**config.mk**
```make
export PLATFORM = sky130hd
export DESIGN_NAME = debug_tx_sched
export DESIGN_NICKNAME = d
export VERILOG_FILES = /design/src/rtl/debug_pkg.sv /design/src/rtl/debug_gap_timer.sv /design/src/rtl/debug_tx_sched.sv
export SDC_FILE = /design/constraint.sdc
export NUM_CORES = 1
export LEC_CHECK = 0
export CAP_MARGIN = 20
export CELL_PAD_IN_SITES_DETAIL_PLACEMENT = 1
export CELL_PAD_IN_SITES_GLOBAL_PLACEMENT = 2
export CORE_ASPECT_RATIO = 0.6
export CORE_MARGIN = 8
export CORE_UTILIZATION = 38
export DETAILED_ROUTE_END_ITERATION = 10
export PLACE_DENSITY_LB_ADDON = 0.08
export REMOVE_ABC_BUFFERS = 1
export SYNTH_ARGS = -nofsm -noshare
export SYNTH_HDL_FRONTEND = slang
export SYNTH_SLANG_ARGS = --single-unit
```
**constraint.sdc**
```tcl
create_clock -name clk -period 5.7 [get_ports clk]
set_input_delay 0.57 -clock clk [delete_from_list [all_inputs] [get_ports clk]]
set_output_delay 0.57 -clock clk [all_outputs]
set_load 0.01 [all_outputs]
```
**src/rtl/debug_pkg.sv**
```systemverilog
// Shared definitions for the debug byte transmit path: sync byte, scheduler
// state encoding and default frame/gap sizing.
package debug_pkg;

   localparam logic [7:0] SYNC_BYTE      = 8'hFF;
   localparam int         DEF_NUM_BYTES  = 8;
   localparam int         DEF_GAP_CYCLES = 8192;
   localparam int         GAP_W          = 16;

   typedef enum logic [1:0] {
      ST_IDLE  = 2'd0,
      ST_DATA  = 2'd1,
      ST_CKSUM = 2'd2,
      ST_TRAIL = 2'd3
   } tx_state_t;

endpackage

```
**src/rtl/debug_gap_timer.sv**
```systemverilog
// Loadable down-counter that enforces the minimum spacing between UART strobes.
// Counts down to zero and holds there; expired is high while the count is zero.
module debug_gap_timer
   import debug_pkg::*;
#(
   parameter int W = GAP_W
) (
   input  logic         clk,
   input  logic         resetn,
   input  logic         load,
   input  logic [W-1:0] load_value,
   output logic         expired
);

   logic [W-1:0] cnt;

   // NOTE: sequential state uses non-blocking assignments so every flop samples
   // pre-edge values regardless of process ordering.
   always_ff @(posedge clk or negedge resetn) begin
      if (!resetn) begin
         cnt <= '0;
      end else if (load) begin
         cnt <= load_value;
      end else if (cnt != '0) begin
         cnt <= cnt - 1'b1;
      end
   end

   assign expired = (cnt == '0);

endmodule

```
**src/rtl/debug_tx_sched.sv**
```systemverilog
// Debug frame scheduler: snapshots dbg_data and sends data bytes, an optional
// XOR checksum (DEBUG_TX_CKSUM_EN) and a 0xFF trailer, sharing the UART with replies.
module debug_tx_sched
   import debug_pkg::*;
#(
   parameter int NUM_BYTES  = DEF_NUM_BYTES,
   parameter int GAP_CYCLES = DEF_GAP_CYCLES
) (
   input  logic                   clk,
   input  logic                   resetn,
   input  logic                   enable,
   input  logic [8*NUM_BYTES-1:0] dbg_data,
   input  logic                   reply_valid,
   input  logic [7:0]             reply_data,
   output logic                   reply_ready,
   input  logic                   uart_tx_ready,
   output logic                   uart_tx_strobe,
   output logic [7:0]             uart_tx_data,
   output logic                   frame_done
);

   localparam int                IDX_W    = $clog2(NUM_BYTES);
   localparam logic [IDX_W-1:0]  LAST_IDX = IDX_W'(NUM_BYTES - 1);
   localparam logic [GAP_W-1:0]  GAP_LOAD = GAP_W'(GAP_CYCLES - 1);

   tx_state_t                   state, state_nxt;
   logic [IDX_W-1:0]            idx;
   logic [NUM_BYTES-1:0][7:0]   snap;
   logic                        gap_ok;
   logic                        issue;
   logic                        fire;
   logic                        take_reply;
   logic                        start_frame;
   logic                        frame_end;
   logic [7:0]                  byte_nxt;

   debug_gap_timer #(
      .W (GAP_W)
   ) u_gap_timer (
      .clk        (clk),
      .resetn     (resetn),
      .load       (fire),
      .load_value (GAP_LOAD),
      .expired    (gap_ok)
   );

   assign issue = uart_tx_ready && gap_ok;

`ifdef DEBUG_TX_CKSUM_EN
   logic [7:0] cksum;

   always_comb begin
      cksum = 8'h00;
      for (int i = 0; i < NUM_BYTES; i++) begin
         cksum = cksum ^ snap[i];
      end
   end
`endif

   always_ff @(posedge clk or negedge resetn) begin
      if (!resetn) begin
         state <= ST_IDLE;
      end else begin
         state <= state_nxt;
      end
   end

   // NOTE: every signal driven here gets a default first, so no path can
   // leave it unassigned and infer a latch.
   always_comb begin
      state_nxt = state;
      case (state)
         ST_IDLE: begin
            if (issue && !reply_valid && enable) begin
               state_nxt = ST_DATA;
            end
         end
         ST_DATA: begin
            if (issue && (idx == LAST_IDX)) begin
`ifdef DEBUG_TX_CKSUM_EN
               state_nxt = ST_CKSUM;
`else
               state_nxt = ST_TRAIL;
`endif
            end
         end
`ifdef DEBUG_TX_CKSUM_EN
         ST_CKSUM: begin
            if (issue) begin
               state_nxt = ST_TRAIL;
            end
         end
`endif
         ST_TRAIL: begin
            if (issue) begin
               state_nxt = ST_IDLE;
            end
         end
         default: state_nxt = ST_IDLE;
      endcase
   end

   // Replies only win the transmitter in IDLE, so a frame is never split.
   always_comb begin
      fire        = 1'b0;
      take_reply  = 1'b0;
      start_frame = 1'b0;
      frame_end   = 1'b0;
      byte_nxt    = uart_tx_data;
      case (state)
         ST_IDLE: begin
            if (issue && reply_valid) begin
               fire       = 1'b1;
               take_reply = 1'b1;
               byte_nxt   = reply_data;
            end else if (issue && enable) begin
               fire        = 1'b1;
               start_frame = 1'b1;
               byte_nxt    = dbg_data[7:0];
            end
         end
         ST_DATA: begin
            if (issue) begin
               fire     = 1'b1;
               byte_nxt = snap[idx];
            end
         end
`ifdef DEBUG_TX_CKSUM_EN
         ST_CKSUM: begin
            if (issue) begin
               fire     = 1'b1;
               byte_nxt = cksum;
            end
         end
`endif
         ST_TRAIL: begin
            if (issue) begin
               fire      = 1'b1;
               frame_end = 1'b1;
               byte_nxt  = SYNC_BYTE;
            end
         end
         default: ;
      endcase
   end

   always_ff @(posedge clk or negedge resetn) begin
      if (!resetn) begin
         uart_tx_strobe <= 1'b0;
         uart_tx_data   <= 8'h00;
         reply_ready    <= 1'b0;
         frame_done     <= 1'b0;
      end else begin
         uart_tx_strobe <= fire;
         reply_ready    <= take_reply;
         frame_done     <= frame_end;
         if (fire) begin
            uart_tx_data <= byte_nxt;
         end
      end
   end

   // NOTE: the snapshot bank is small, so it is reset along with the control
   // state; a larger buffer would be left unreset and qualified by state instead.
   always_ff @(posedge clk or negedge resetn) begin
      if (!resetn) begin
         snap <= '0;
         idx  <= '0;
      end else if (start_frame) begin
         snap <= dbg_data;
         idx  <= IDX_W'(1);
      end else if ((state == ST_DATA) && fire && (idx != LAST_IDX)) begin
         idx <= idx + 1'b1;
      end
   end

endmodule
```
# Word-level counts from Yosys, hierarchy flattened
# Cells that the tools add are included.
# totals
rom_bits,0
word_cells,69
ramBits,0
regBits,96
memories,0
latchBits,0
output_inout_bits,11
input_bits,77
# classes
multipliers,0
n_div,0
bitwise_logic,0
n_shift,0
n_lt_le_gt_ge,1
n_mux,24
reduce_logical,18
add_sub_neg,2
n_eq_ne,9
# ops
op,n
$mux 8,5
$mux 16,2
$bmux 8 s3,1
$pmux 8 s3,1
$logic_not 16->1,1
$reduce_bool 16->1,1
$sub 16x1->16 const B,1
$logic_and 1x1->1,8
$mux 1,8
$ne 2x2->1 const B,4
$mux 2,3
$mux 3,2
$ne 3x3->1 const B,2
$pmux 2 s3,1
$reduce_and 5->1,1
$lt 3x4->1 const B,1
$reduce_bool 2->1,2
$add 3x1->3 const B,1
$eq 3x3->1 const B,1
$reduce_and 3->1,1
$reduce_bool 3->1,1
$eq 2x1->1 const B,1
$eq 2x2->1 const B,1
$logic_not 2->1,1
other kinds (3),3

# Longest topological paths before layout
# logic_depth
ltp_word,10
depth_mapped,9
mapped_depth_nobuf,6

# Modules after synthesis
# A second synthesis with hierarchy kept.
# hier_totals
hier_cells,483
hier_area_um2,4737.0
# modules_own_cells
mod,cells_each,seq_area_each_um2,instances,area_each_um2
debug_tx_sched,379,2001.9,1,3731.1
debug_gap_timer,104,400.4,1,1006.0

# Least setup slack after synthesis
# Ideal clock, no wire load.
# synth_path
path_kind,flip-flop to flip-flop
startpoint,register u_gap_timer.cnt[0]
endpoint,register uart_tx_data[4]
t_required_ns,5.570
arrival_ns,2.175
path_stages_with_launch,10
path_buffers,3
period_less_slack_ns,2.305
setup_time_ns,0.130
slack_ns,3.395
path_cell_list,dfrtp_1 -> inv_1 -> ha_1 -> or4b_1 -> buf_2 -> or4b_4 -> buf_6 -> clkbuf_1 -> o21ai_0 -> o21ai_0
# synth_between
elab_chain_cells,7
word_cells_on_any_way,14
cone_classes,3 x eq/ne; 6 x mux; 5 x reduce/logical
# synth_lines
element,line,rtl
start: declaration,debug_gap_timer.sv:15,logic [W-1:0] cnt;
start signal: assignment,debug_gap_timer.sv:23,cnt <= load_value;
start signal: assignment,debug_gap_timer.sv:25,cnt <= cnt - 1'b1;
$logic_not 16->1 (*),debug_gap_timer.sv:29,assign expired = (cnt == '0);
$logic_and 1x1->1 (*),debug_tx_sched.sv:47,assign issue = uart_tx_ready && gap_ok;
$logic_and 1x1->1,debug_tx_sched.sv:116,end else if (issue && enable) begin
$mux 1,debug_tx_sched.sv:116,
$mux 1,debug_tx_sched.sv:112,if (issue && reply_valid) begin
$pmux 1 s2,debug_tx_sched.sv:110,case (state)
$reduce_and 5->1 (no line),n/a,
end signal: assignment,debug_tx_sched.sv:158,uart_tx_data <= byte_nxt;
end: declaration,debug_tx_sched.sv:18,"output logic [7:0] uart_tx_data,"
# Every way passes the cells marked *; elsewhere a longest branch is shown, timed or not.
# A chain may end at the register's enable or synchronous reset.

# Worst setup path after layout
# Ends and elaborated chain as after synthesis.

==> insert_results.sql <==
INSERT INTO impl_metrics (metric_group, metric, value, unit) VALUES
('power_and_ir_drop', 'ir_worst_vdd', '0.141', 'mV'),
('min_path', 'hold_path_class', 'in -> async', ''),
('drt', 'via_count', '3195', ''),
('synth', 'syn_avg_cell_area', '13.3', 'sq um'),
('drt', 'first_iter_violations', '117', ''),
('sta', 'timing.final.hold_violations', '0', ''),
('global_routing', 'number_of_antenna_violations_at_the_first_check_in_global_routing', '1', ''),
('synth', 'ys.warnings.count', '0', ''),
('global_routing', 'total_gr_overflow', '0', ''),
('synth', 'synth_async_sr_flop_share', '100', '%'),
('synth', 'postSynthRegisterBits', '96', ''),
('run', 'drv_cap', '0', ''),
('synth', 'synth_compound_gate_area_share', '7.49', '%'),
('sta', 'maxSlewHeadroom', '33.3', '%'),
('global_routing', 'grt_pass1_wl', '20.4', 'mm'),
('placed_design', 'dp_hpwl', '8.96', 'mm'),
('status', 'result_of_the_run', 'complete, no violations', ''),
('clock_tree', 'clkSinkCount', '96', ''),
('setup_path', 'criticalPathCategory', 'reg -> reg', ''),
('synth', 'synth-main-ff-cell', 'dfrtp_1', ''),
('synth', 'post_synth_xor_area_fraction', '0.564', '%'),
('sta', 'final_max_tran_viols', '0', ''),
('setup_path', 'required_time_worst_endpoint', '5940', 'ps'),
('floorplanning', 'placement_rows', '31', ''),
('setup_path', 'maximum_fanout_along_the_worst_path', '16', ''),
('global_routing', 'groute.usage.overall', '16.2', '%'),
('synth', 'synth_top_family_by_area', 'multiplexers', ''),
('placed_design', 'placedInstanceArea', '0.00565', 'sq mm'),
('clock_tree', 'cts-htree-levels', '3', ''),
('sta', 'report.final.setup_viol', '0', ''),
('placed_design', 'portBuffers', '87', ''),
('floorplanning', 'ioPinCount', '88', ''),
('drt', 'detail_route.vias_per_cell', '5.35', ''),
('sta', 'final.setup_skew', '7.97', 'ps'),
('sta', 'hold_slack', '243', 'ps'),
('clock_tree', 'cts_tree', 'yes', ''),
('synth', 'number_of_enable_flip_flop_cells_after_synthesis', '0', ''),
('synth', 'unique_cell_type_count_in_the_yosys_netlist', '53', ''),
('drt', 'detail_route.wirelength', '12.4', 'mm'),
('clock_tree', 'clock_root_cell', 'clkbuf_16', ''),
('floorplanning', 'start_util', '38.8', '%'),
('floorplanning', 'vertical_extent_of_the_die', '102', 'um'),
('clock_tree', 'worstSkewPairLatency', '340', 'ps'),
('synth', 'portion_of_netlist_area_occupied_by_mux_cells', '28.1', '%'),
('drt', 'detail_route.first_pass.iterations', '4', ''),
('clock_tree', 'post_cts_resize_count', '0', ''),
('synth', 'yosysSeqAreaShare', '51.6', '%'),
('synth', 'yosys.area_share.adder', '1.07', '%'),
('drt', 'route.antenna.remaining_nets', '0', ''),
('global_routing', 'maximum_number_of_pins_on_one_net_before_global_route_repair', '65', ''),
('sta', 'maxClockFrequency', '0.346', 'GHz'),
('setup_path', 'cp-end-kind', 'flip-flop', ''),
('final_layout', 'design_area', '0.00592', 'sq mm'),
('sta', 'fin_crit', '2890', 'ps'),
('drt', 'drc', '0', ''),
('placed_design', 'routabilityCongestion', '0.710', ''),
('sta', 'rsz0062_at_grt', 'false', ''),
('setup_path', 'critPathArrivalTime', '3130', 'ps'),
('clock_tree', 'worst_setup_hold_path_clk_slew', '70', 'ps'),
('final_layout', 'layout_cells_sized_above_1', '24.1', '%'),
('synth', 'synth_simple_gate_area_share', '8.22', '%'),
('floorplanning', 'coreArea', '0.0120', 'sq mm'),
('placed_design', 'placedCellCount', '581', ''),
('final_layout', 'area_growth_syn_to_layout', '27.0', '%'),
('sta', 'final.setup.tns', '0', 'ps'),
('floorplanning', 'area_enclosed_by_the_die_boundary', '0.0162', 'sq mm'),
('sta', 'fin_crit_sh', '50.7', '%'),
('sta', 'worst_slew_pin_slew', '1000', 'ps'),
('final_layout', 'final_cell_count_no_fill', '597', ''),
('clock_tree', 'post_cts_buffers', '0', ''),
('drt', 'route.detailed.wl_per_inst', '20.8', 'um'),
('global_routing', 'via_count_of_the_first_global_routing_pass', '3630', ''),
('final_layout', 'count_of_antenna_diodes_in_the_layout', '0', ''),
('power_and_ir_drop', 'total_leakage_power', '0.00268', 'uW'),
('clock_tree', 'cts-hold-fix-buffers', '0', ''),
('synth', 'netlist_area', '0.00466', 'sq mm'),
('synth', 'postSynthCellCount', '350', ''),
('final_layout', 'finalNetCount', '508', ''),
('setup_path', 'cp_startpoint_kind', 'flip-flop', ''),
('final_layout', 'post-route-util', '49.2', '%'),
('clock_tree', 'cts.path.max_buffers', '2', ''),
('clock_tree', 'cts-buffers-inserted', '9', ''),
('floorplanning', 'dieWidth', '159', 'um'),
('power_and_ir_drop', 'power_density_normalized_to_cell_area', '224', 'mW/mm^2');
-- worst paths after layout --
kind	from	to	slack, ps	cells after the start
setup / recovery	u_gap_timer.cnt[0]	uart_tx_data[4]	2810	6
hold / removal	resetn	uart_tx_strobe	240	1
setup reg to reg	u_gap_timer.cnt[0]	uart_tx_data[4]	2810	6
hold reg to reg	u_gap_timer.cnt[15]	u_gap_timer.cnt[15]	480	1
max in group asynchronous	resetn	snap[5]	4360	2
min in group clk	u_gap_timer.cnt[15]	u_gap_timer.cnt[15]	480	1
-- cell usage in the layout (no fill, tap or decap), types with 6 or more instances in the layout --
| cell type | instances |
|---|---|
| nand2_1 | 6 |
| mux2_2 | 62 |
| dfrtp_1 | 96 |
| mux2_1 | 18 |
| clkbuf_16 | 9 |
| nor2_1 | 14 |
| o22ai_1 | 8 |
| mux4_2 | 16 |
| o21ai_0 | 19 |
| a21oi_1 | 8 |
| clkdlybuf4s50_1 | 86 |
-- where the power goes --
group | internal (uW) | leakage (uW) | switching (uW)
sequential | 681 | 0.00129 | 0
clock | 298 | 0.000133 | 267
combinational | 52.3 | 0.00126 | 28.9
-- flip-flops by register name, indices dropped and copies added (netlist names) --
signal / cells
u_gap_timer.cnt: 16
frame_done: 1
uart_tx_data: 8
uart_tx_strobe: 1
state: 2
snap: 64
reply_ready: 1
idx: 3
-- layout make-up --
type,count,area [sq um]
clock inverters,6,43.8
inverters,5,18.8
well taps,165,206
multi-input cells,225,2130
fillers,1229,6100
repair buffers,90,891
clock buffers,10,229
flip-flops and latches,96,2400
-- per-layer routing --
metal,part of all wire [%],routed length [um],global-route usage (%),up-vias
met5,0.10,13,0,-
met4,0.87,108,4.61,2
met3,4.8,594,4.99,9
met2,42,5250,23.9,73
met1,52,6430,22.6,1639
li1,-,-,-,1472
-- cells in the mapped netlist, types with 2 or more instances --
master / number / area share (%)
dfrtp_1: 96 / 52
mux2_2: 62 / 15
o21ai_0: 19 / 2.0
mux2_1: 18 / 4.4
mux4_2: 16 / 7.7
nor2_1: 14 / 1.1
buf_2: 11 / 1.2
clkbuf_1: 10 / 0.81
a21oi_1: 8 / 0.86
o22ai_1: 8 / 1.1
nand2_1: 6 / 0.48
and3_1: 5 / 0.67
inv_1: 5 / 0.40
mux2i_1: 5 / 1.1
nor3_1: 5 / 0.54
o21ai_1: 5 / 0.54
ha_1: 4 / 1.1
nand2b_1: 4 / 0.54
nand3_1: 4 / 0.43
nor4_1: 3 / 0.40
o211ai_1: 3 / 0.48
xnor2_1: 3 / 0.56
a31oi_1: 2 / 0.27
buf_6: 2 / 0.48
nand4_1: 2 / 0.27
nand4b_1: 2 / 0.38
or4_1: 2 / 0.32
-- through the flow --
stage	power, uW	worst slack (ps)
global placement	776	2580
CTS	1350	2790
detailed placement	777	2480
finish	1330	2810
global route	1380	2560
floorplan	703	2360
-- critical path, cell delays in order (launching register included) --
cell	delay [ps]
dfrtp_1	390
inv_1	110
ha_1	170
or4b_1	590
nor4b_4	630
nand2_1	570
o21ai_0	320
-- logic make-up (layout without fill, tap and decap cells) --
kind of cell / after synthesis / in the layout
adder cells (fa/ha/maj): 4 / 4
AND/OR/NAND/NOR: 60 / 60
XOR/XNOR: 3 / 3
buffers and inverters: 29 / 111
AO/OA/AOI/OAI: 57 / 57
flip-flops: 96 / 96
multiplexers: 101 / 101
Note: power is estimated with default switching activity, not from simulation.
